==> src/rtl/regfile_write_queue.sv <==
// Write queue in front of the 8x16 register file write port, with
// newest-first lookup. Define WQ_COALESCE_EN to merge same-address pushes.
module regfile_write_queue #(
   parameter int DEPTH = 4,
   parameter int AW    = 3,
   parameter int DW    = 16
) (
   input  logic                     clk,
   input  logic                     rst,
   input  logic                     in_valid,
   output logic                     in_ready,
   input  logic [AW-1:0]            in_addr,
   input  logic [DW-1:0]            in_data,
   input  logic                     rf_stall,
   output logic                     wr_en,
   output logic [AW-1:0]            wr_addr,
   output logic [DW-1:0]            wr_data,
   input  logic [AW-1:0]            lk_addr1,
   output logic                     lk_hit1,
   output logic [DW-1:0]            lk_data1,
   input  logic [AW-1:0]            lk_addr2,
   output logic                     lk_hit2,
   output logic [DW-1:0]            lk_data2,
   output logic [$clog2(DEPTH):0]   count
);

   localparam int PW = $clog2(DEPTH);
   localparam int CW = PW + 1;

   logic [AW-1:0] r_addr [DEPTH];
   logic [DW-1:0] r_data [DEPTH];
   logic [PW-1:0] r_head;
   logic [PW-1:0] r_tail;
   logic [CW-1:0] r_count;

   logic          w_nonempty;
   logic          w_pop;
   logic          w_push;
   logic          w_coal;
   logic          w_alloc;
   logic [PW-1:0] w_young;
   logic [PW-1:0] w_idx;

   assign w_nonempty = (r_count != '0);
   assign w_pop      = w_nonempty & ~rf_stall;
   assign w_young    = r_tail - PW'(1);

`ifdef WQ_COALESCE_EN
   // Youngest entry may absorb the push unless it leaves this cycle.
   assign w_coal   = w_nonempty
                   & (r_addr[w_young] == in_addr)
                   & ~(w_pop & (r_count == CW'(1)));
   assign in_ready = (r_count < CW'(DEPTH)) | w_coal;
`else
   assign w_coal   = 1'b0;
   assign in_ready = (r_count < CW'(DEPTH));
`endif

   assign w_push  = in_valid & in_ready;
   assign w_alloc = w_push & ~w_coal;

   assign wr_en   = w_pop;
   assign wr_addr = w_nonempty ? r_addr[r_head] : '0;
   assign wr_data = w_nonempty ? r_data[r_head] : '0;
   assign count   = r_count;

   // Scan oldest to youngest so the youngest match is the one left standing.
   always_comb begin
      lk_hit1  = 1'b0;
      lk_data1 = '0;
      lk_hit2  = 1'b0;
      lk_data2 = '0;
      w_idx    = '0;
      for (int i = 0; i < DEPTH; i++) begin
         w_idx = r_head + PW'(i);
         if (CW'(i) < r_count) begin
            if (r_addr[w_idx] == lk_addr1) begin
               lk_hit1  = 1'b1;
               lk_data1 = r_data[w_idx];
            end
            if (r_addr[w_idx] == lk_addr2) begin
               lk_hit2  = 1'b1;
               lk_data2 = r_data[w_idx];
            end
         end
      end
   end

   // Pointer and occupancy update; reset discards pending entries.
   always_ff @(posedge clk) begin
      if (rst) begin
         r_head  <= '0;
         r_tail  <= '0;
         r_count <= '0;
      end else begin
         if (w_pop)   r_head <= r_head + PW'(1);
         if (w_alloc) r_tail <= r_tail + PW'(1);
         r_count <= r_count + CW'(w_alloc) - CW'(w_pop);
      end
   end

   // Entry storage: allocate at tail or merge into the youngest entry.
   always_ff @(posedge clk) begin
      if (!rst) begin
         if (w_alloc) begin
            r_addr[r_tail] <= in_addr;
            r_data[r_tail] <= in_data;
         end
         if (w_push & w_coal)
            r_data[w_young] <= in_data;
      end
   end

endmodule

==> config.mk <==
export PLATFORM = sky130hd
export DESIGN_NAME = regfile_write_queue
export DESIGN_NICKNAME = d
export VERILOG_FILES = /design/src/rtl/regfile_write_queue.sv
export SDC_FILE = /design/constraint.sdc
export NUM_CORES = 1
export LEC_CHECK = 0
export CAP_MARGIN = 20
export CELL_PAD_IN_SITES_DETAIL_PLACEMENT = 1
export CELL_PAD_IN_SITES_GLOBAL_PLACEMENT = 1
export CORE_MARGIN = 1.5
export CORE_UTILIZATION = 47
export DETAILED_ROUTE_END_ITERATION = 7
export GPL_ROUTABILITY_DRIVEN = 0
export HOLD_SLACK_MARGIN = 0.06
export MAX_ROUTING_LAYER = met4
export PLACE_DENSITY_LB_ADDON = 0.2
export RECOVER_POWER = 50
export SYNTH_ARGS = -nofsm -noshare
export SYNTH_HDL_FRONTEND = slang
export SYNTH_SLANG_ARGS = --single-unit
==> constraint.sdc <==
create_clock -name clk -period 7.5 [get_ports clk]
set_input_delay 1.5 -clock clk [delete_from_list [all_inputs] [get_ports clk]]
set_output_delay 1.5 -clock clk [all_outputs]
set_load 0.02 [all_outputs]
==> results of run 1 <==
==> cells by family (layout without fill, tap and decap cells) <==
logic type      count (synthesis)  after routing  synth area share
mux                            87             87             0.202
simple gates                  104            104            0.0977
fa+ha+maj                       9              9            0.0205
buf+inv                        55            125            0.0398
flops                          85             85             0.421
compound gates                164            164             0.179
xor+xnor                       27             27            0.0404
==> worst max-delay path, stage by stage (launching register included) <==
cell and delay, ps:
sky130_fd_sc_hd__dfxtp_4 880, sky130_fd_sc_hd__buf_4 580, sky130_fd_sc_hd__mux2_1 370, sky130_fd_sc_hd__mux2i_1 260, sky130_fd_sc_hd__xor2_1 300, sky130_fd_sc_hd__nand4_1 770, sky130_fd_sc_hd__o21ai_0 490, sky130_fd_sc_hd__o22ai_1 160
sky130_fd_sc_hd__clkdlybuf4s50_1 570
==> area by class of cell <==
class | count | area, µm² | share of cell area
clock buffer | 11 | 233 | 0.0326
clock inverter | 4 | 50.0 | 0.00701
inverter | 9 | 33.8 | 0.00473
multi-input combinational | 391 | 3160 | 0.443
sequential | 85 | 2470 | 0.346
tap | 168 | 210 | 0.0294
timing repair buffer | 101 | 986 | 0.138
==> path summary, 6_finish.rpt <==
kind                   from            to  slack, ps
setup / recovery  r_head[1]  lk_data1[11]       1230
hold / removal    r_tail[0]     r_tail[0]        610
hold reg to reg   r_tail[0]     r_tail[0]        610
setup reg to reg   count[2]      count[2]       4750
==> power breakdown <==
part	internal [mW]	total (mW)	switching, mW
sequential	0.556	0.663	0.107
clock	0.256	0.438	0.182
combinational	0.596	1.34	0.748
total	1.41	2.45	1.04
==> Yosys cell counts, drive strengths merged <==
master	n
nor4	2
a21oi	34
nand4b	1
nor2b	38
mux2i	44
fa	1
mux4	23
inv	9
o21ai	48
dfxtp	9
ha	8
nand2	18
nand4	4
and2	4
a211oi	17
nor3b	2
nor2	29
and3b	1
xor2	13
mux2	20
and4	2
nand3	1
xnor2	14
clkbuf	29
o22ai	32
o311ai	1
a221oi	32
nor3	2
buf	17
edfxtp	76
==> sequential cells by signal, indices dropped and copies added (netlist names), named ones only <==
register  count
r_data       64
r_addr       12
count         3
r_head        2
r_tail        2
==> layer usage <==
metal  share of wire  wire length [µm]  track usage  vias up
met3           0.062              1140       0.0535       34
met4           0.021               394        0.128        0
met1            0.42              7720        0.381     2532
li1                -                 -            -     2207
met5               0                 0            -        -
met2            0.50              9130        0.477      220
==> per-stage QoR <==
step           std cells  cell area [µm²]  utilization  setup WS, ps
3_3_place_gp         753             6840        0.567          1400
5_1_grt              769             7140        0.592          1020
2_1_floorplan        531             5850            -          2750
6_report             769             7140        0.592          1230
4_1_cts              768             7120        0.591          1320
3_5_place_dp         753             6840        0.567          1340
==> impl_metrics.toml, run 1 <==
[cts]
tritoncts.num_buffers = 9
cts_post_setup_buffers_inserted = 0
cts-root-buf = "sky130_fd_sc_hd__clkbuf_16"
tritoncts = "done"
cts.htree.levels = 3
worst_skew_pair.late_latency_ps = 350
worst_setup_hold_path_clk_slew_ps = 60
cts.sinks = 85
post_cts_hold_buffer_count = 0
cts_repair_resize_count = 0
cts_buffer_depth = 2

[die]
total_die_area_um2 = 13100
placement_rows = 40
fp.dieW_um = 115
die_height_um = 115
coreArea_um2 = 12100
start_util = 0.485
io-pin-count = 87

[grt]
grt_use_total = 0.301
first_global_vias = 5212
grt_max_degree = 57
grt_antenna_before_repair = 0
grt_first_pass_wirelength_mm = 28.7
globalRouteOverflowTotal = 0

[layout]
finalNetCount = 635
final_common_cell = "sky130_fd_sc_hd__edfxtp_1"
antenna_cells_inserted = 0
fillCellCount = 1269
layout_common_cells = "76 x sky130_fd_sc_hd__edfxtp_1, 61 x sky130_fd_sc_hd__clkdlybuf4s50_1, 47 x sky130_fd_sc_hd__o21ai_0"
layout-area-overhead-vs-synth_pct = 22.1
drive_gt1_frac = 0.126

[pwr]
peakVddDrop_mv = 0.211
cellPowerDensity_nw_per_um2 = 342
total_power_mw = 2.45
power.static_leakage_nw = 2.21

[worst_setup_path]
cp.required_ps = 6000
path_class = "reg -> out"
worst-r2r-cell-count = 9
worstPathMaxFanout = 56
setup.worst_path.start_class = "flop"
type_of_destination_of_the_critical_path = "output port"
critPathArrivalTime_ps = 4770

[sta]
timing_max_transition_violations_final = 0
fin_worst_hold_slack_ps = 610
setup_tns_ps = 0
final_hold_viol_count = 0
fmax_mhz = 159
fin_crit_ps = 6270
max_slew_margin = 0.00290
finalCritPeriodShare = 0.836
grt_setup_unrepaired = "false"
max_slew.worst_pin.slew_ps = 1500
finalSetupViolCount = 0
fin_worst_skew_ps = 6.12

[logic_synthesis]
synthesis.area_um2 = 5850
synth_cells = 531
number_of_nets_produced_by_synthesis = 569
yosys-top-cells-area = "sky130_fd_sc_hd__edfxtp_1 39%, sky130_fd_sc_hd__mux4_2 8.8%, sky130_fd_sc_hd__mux2i_1 7.5%"
yosys.area.top_type_share = 0.390
synth-seq-cells = 85
synth_top_area_cell = "sky130_fd_sc_hd__edfxtp_1"
synth.yosys.warnings = 0
synth_cell_type_count = 36
synth_seq_area_share = 0.421
avgSynthCellArea_um2 = 11.0

[detailed_routing]
vias = 4993
wirelength_mm = 18.4
avgViaCountPerCell = 6.49
dr.first_iter.drc_count = 444
postRouteAntennaNets = 0
avgRoutedWirePerCell_um = 23.9
drc = 0
detail_route.first_pass.iterations = 5

[hold_path]
worst_hold_path_type = "reg -> reg"
timing.hold.worst_path_depth = 2

[placement]
port-buffer-count = 86
place.detailed.hpwl_mm = 11.9

[outcome]
run_status = "finished with violations"
failed_checks = "max-capacitance violations"

[flow_run]
max_cap_viol_count = 1
Note: power is estimated with default switching activity, not from simulation.
==> run 2: changes to the inputs <==
CORE_UTILIZATION = 44   (was 47)
clock period = 5.9 ns   (was 7.5 ns; I/O delays follow)
==> run 2 against run 1 <==
The run ends with max-capacitance violations, max-slew violations left; global-route usage down 2.7 points; combinational power up 33%; clock skew about the same; power up 30%; register-to-register slack worse by 1500 ps; first-iteration DRC count down 28%; count of clock-buffer cells in the layout down 2; critical path depth unchanged.
==> impl_metrics.toml, run 2 (synthesized netlist as in run 1, its figures left out) <==
[layout]
final_common_cell = "sky130_fd_sc_hd__edfxtp_1"
finalNonFillerCells = 781
layout_common_cells = "76 x sky130_fd_sc_hd__edfxtp_1, 61 x sky130_fd_sc_hd__clkdlybuf4s50_1, 47 x sky130_fd_sc_hd__o21ai_0"
postLayoutCoreUtil = 0.567
layout-area-overhead-vs-synth_pct = 23.7
reg_with_most_ffs = "r_data"
largest_register_ffs = 64
finalNetCount = 642
fillCellCount = 1322
drive_gt1_frac = 0.140
antenna_cells_inserted = 0

[cts]
cts_buffer_depth = 2
cts_post_setup_buffers_inserted = 0
cts.htree.levels = 3
worst_skew_pair.late_latency_ps = 350
cts_repair_resize_count = 0
cts-root-buf = "sky130_fd_sc_hd__clkbuf_16"
tritoncts.num_buffers = 9
cts.sinks = 85
post_cts_hold_buffer_count = 0
worst_setup_hold_path_clk_slew_ps = 60
tritoncts = "done"

[pwr]
power.static_leakage_nw = 2.27
peakVddDrop_mv = 0.246
total_power_mw = 3.18
cellPowerDensity_nw_per_um2 = 439

[detailed_routing]
avgRoutedWirePerCell_um = 23.7
dr.first_iter.drc_count = 320
detail_route.first_pass.iterations = 5
wirelength_mm = 18.5
postRouteAntennaNets = 0
drc = 0
avgViaCountPerCell = 6.31
vias = 4930

[sta]
final_hold_viol_count = 0
max_slew.worst_pin.slew_ps = 1510
final.setup.worst_slack_ps = 822
grt_setup_unrepaired = "false"
finalCritPeriodShare = 0.861
fin_worst_skew_ps = 6.46
fmax_mhz = 197
setup_tns_ps = 0
finalSetupViolCount = 0
max_slew_margin = -0.00723
timing_max_transition_violations_final = 20
fin_crit_ps = 5080

[die]
placement_rows = 41
die_height_um = 118
fp.dieW_um = 118
start_util = 0.458
total_die_area_um2 = 14000
coreArea_um2 = 12800
io-pin-count = 87

[grt]
first_global_vias = 5164
grt_antenna_before_repair = 0
globalRouteOverflowTotal = 0
grt_first_pass_wirelength_mm = 28.7
grt_max_degree = 46
grt_use_total = 0.274

[flow_run]
max_cap_viol_count = 1

[worst_setup_path]
critical_path.reg2reg.startpoint = "count[0]"
type_of_destination_of_the_critical_path = "output port"
worst-r2r-cell-count = 9
cp.required_ps = 4720
critPathArrivalTime_ps = 3900
path_class = "in -> out"
setup.worst_path.start_class = "input pin"
r2r_end = "count[2]"
worstPathMaxFanout = 16
worst-r2r-setup-slack_ps = 3250

[outcome]
failed_checks = "max-capacitance violations, max-slew violations"
run_status = "finished with violations"

[hold_path]
timing.hold.worst.start = "r_tail[0]"
worst_hold_path_type = "reg -> reg"
worst_hold_path.endpoint = "r_tail[0]"
timing.hold.worst_path_depth = 2

[placement]
place.detailed.hpwl_mm = 12.2
dpl.cell_count = 764
port-buffer-count = 86
preCtsSetupSlack_ps = 830
==> run 2: final cells by class <==
class	instances	area, µm²	area share
clock buffer	9	225	0.0311
clock inverter	7	97.6	0.0135
inverter	9	33.8	0.00467
multi-input combinational	391	3160	0.437
sequential	85	2470	0.341
tap	172	215	0.0297
timing repair buffer	108	1040	0.143
==> run 2: where the power goes <==
group | internal (mW) | switching (mW) | leakage, nW
clock network | 0.373 | 0.245 | 0.158
registers | 0.706 | 0.0780 | 0.764
logic | 0.767 | 1.01 | 1.35
==> run 2: worst max path at each step <==
stage                     cells after the start        start            to
final                                         8  lk_addr1[2]   lk_data1[6]
after global routing                          8  lk_addr1[2]   lk_data1[6]
after CTS                                     8  lk_addr1[2]   lk_data1[6]
after detailed placement                      8  lk_addr1[2]   lk_data1[6]
after global placement                        8  lk_addr1[2]   lk_data1[1]
after floorplan                               8  lk_addr2[2]  lk_data2[10]
==> run 2: metrics by stage <==
stage | cell area (µm²) | hold slack, ps
finish | 7240 | 586
global route | 7240 | 684
CTS | 7220 | 595
detailed placement | 6900 | 585
global placement | 6900 | 564
floorplan | 5850 | 538
==> run 2: routing by layer <==
metal	track usage	wire, µm
met1	0.332	7710
met2	0.452	9230
met3	0.0569	1100
met4	0.104	451
met5	-	0
==> run 2: critical path: stages <==
cell and delay, ps:
sky130_fd_sc_hd__clkdlybuf4s50_1 590, sky130_fd_sc_hd__xor2_1 290, sky130_fd_sc_hd__nor4_4 110, sky130_fd_sc_hd__nor4_4 270, sky130_fd_sc_hd__buf_4 320, sky130_fd_sc_hd__a221oi_1 170
sky130_fd_sc_hd__o22ai_1 270, sky130_fd_sc_hd__clkdlybuf4s50_1 670
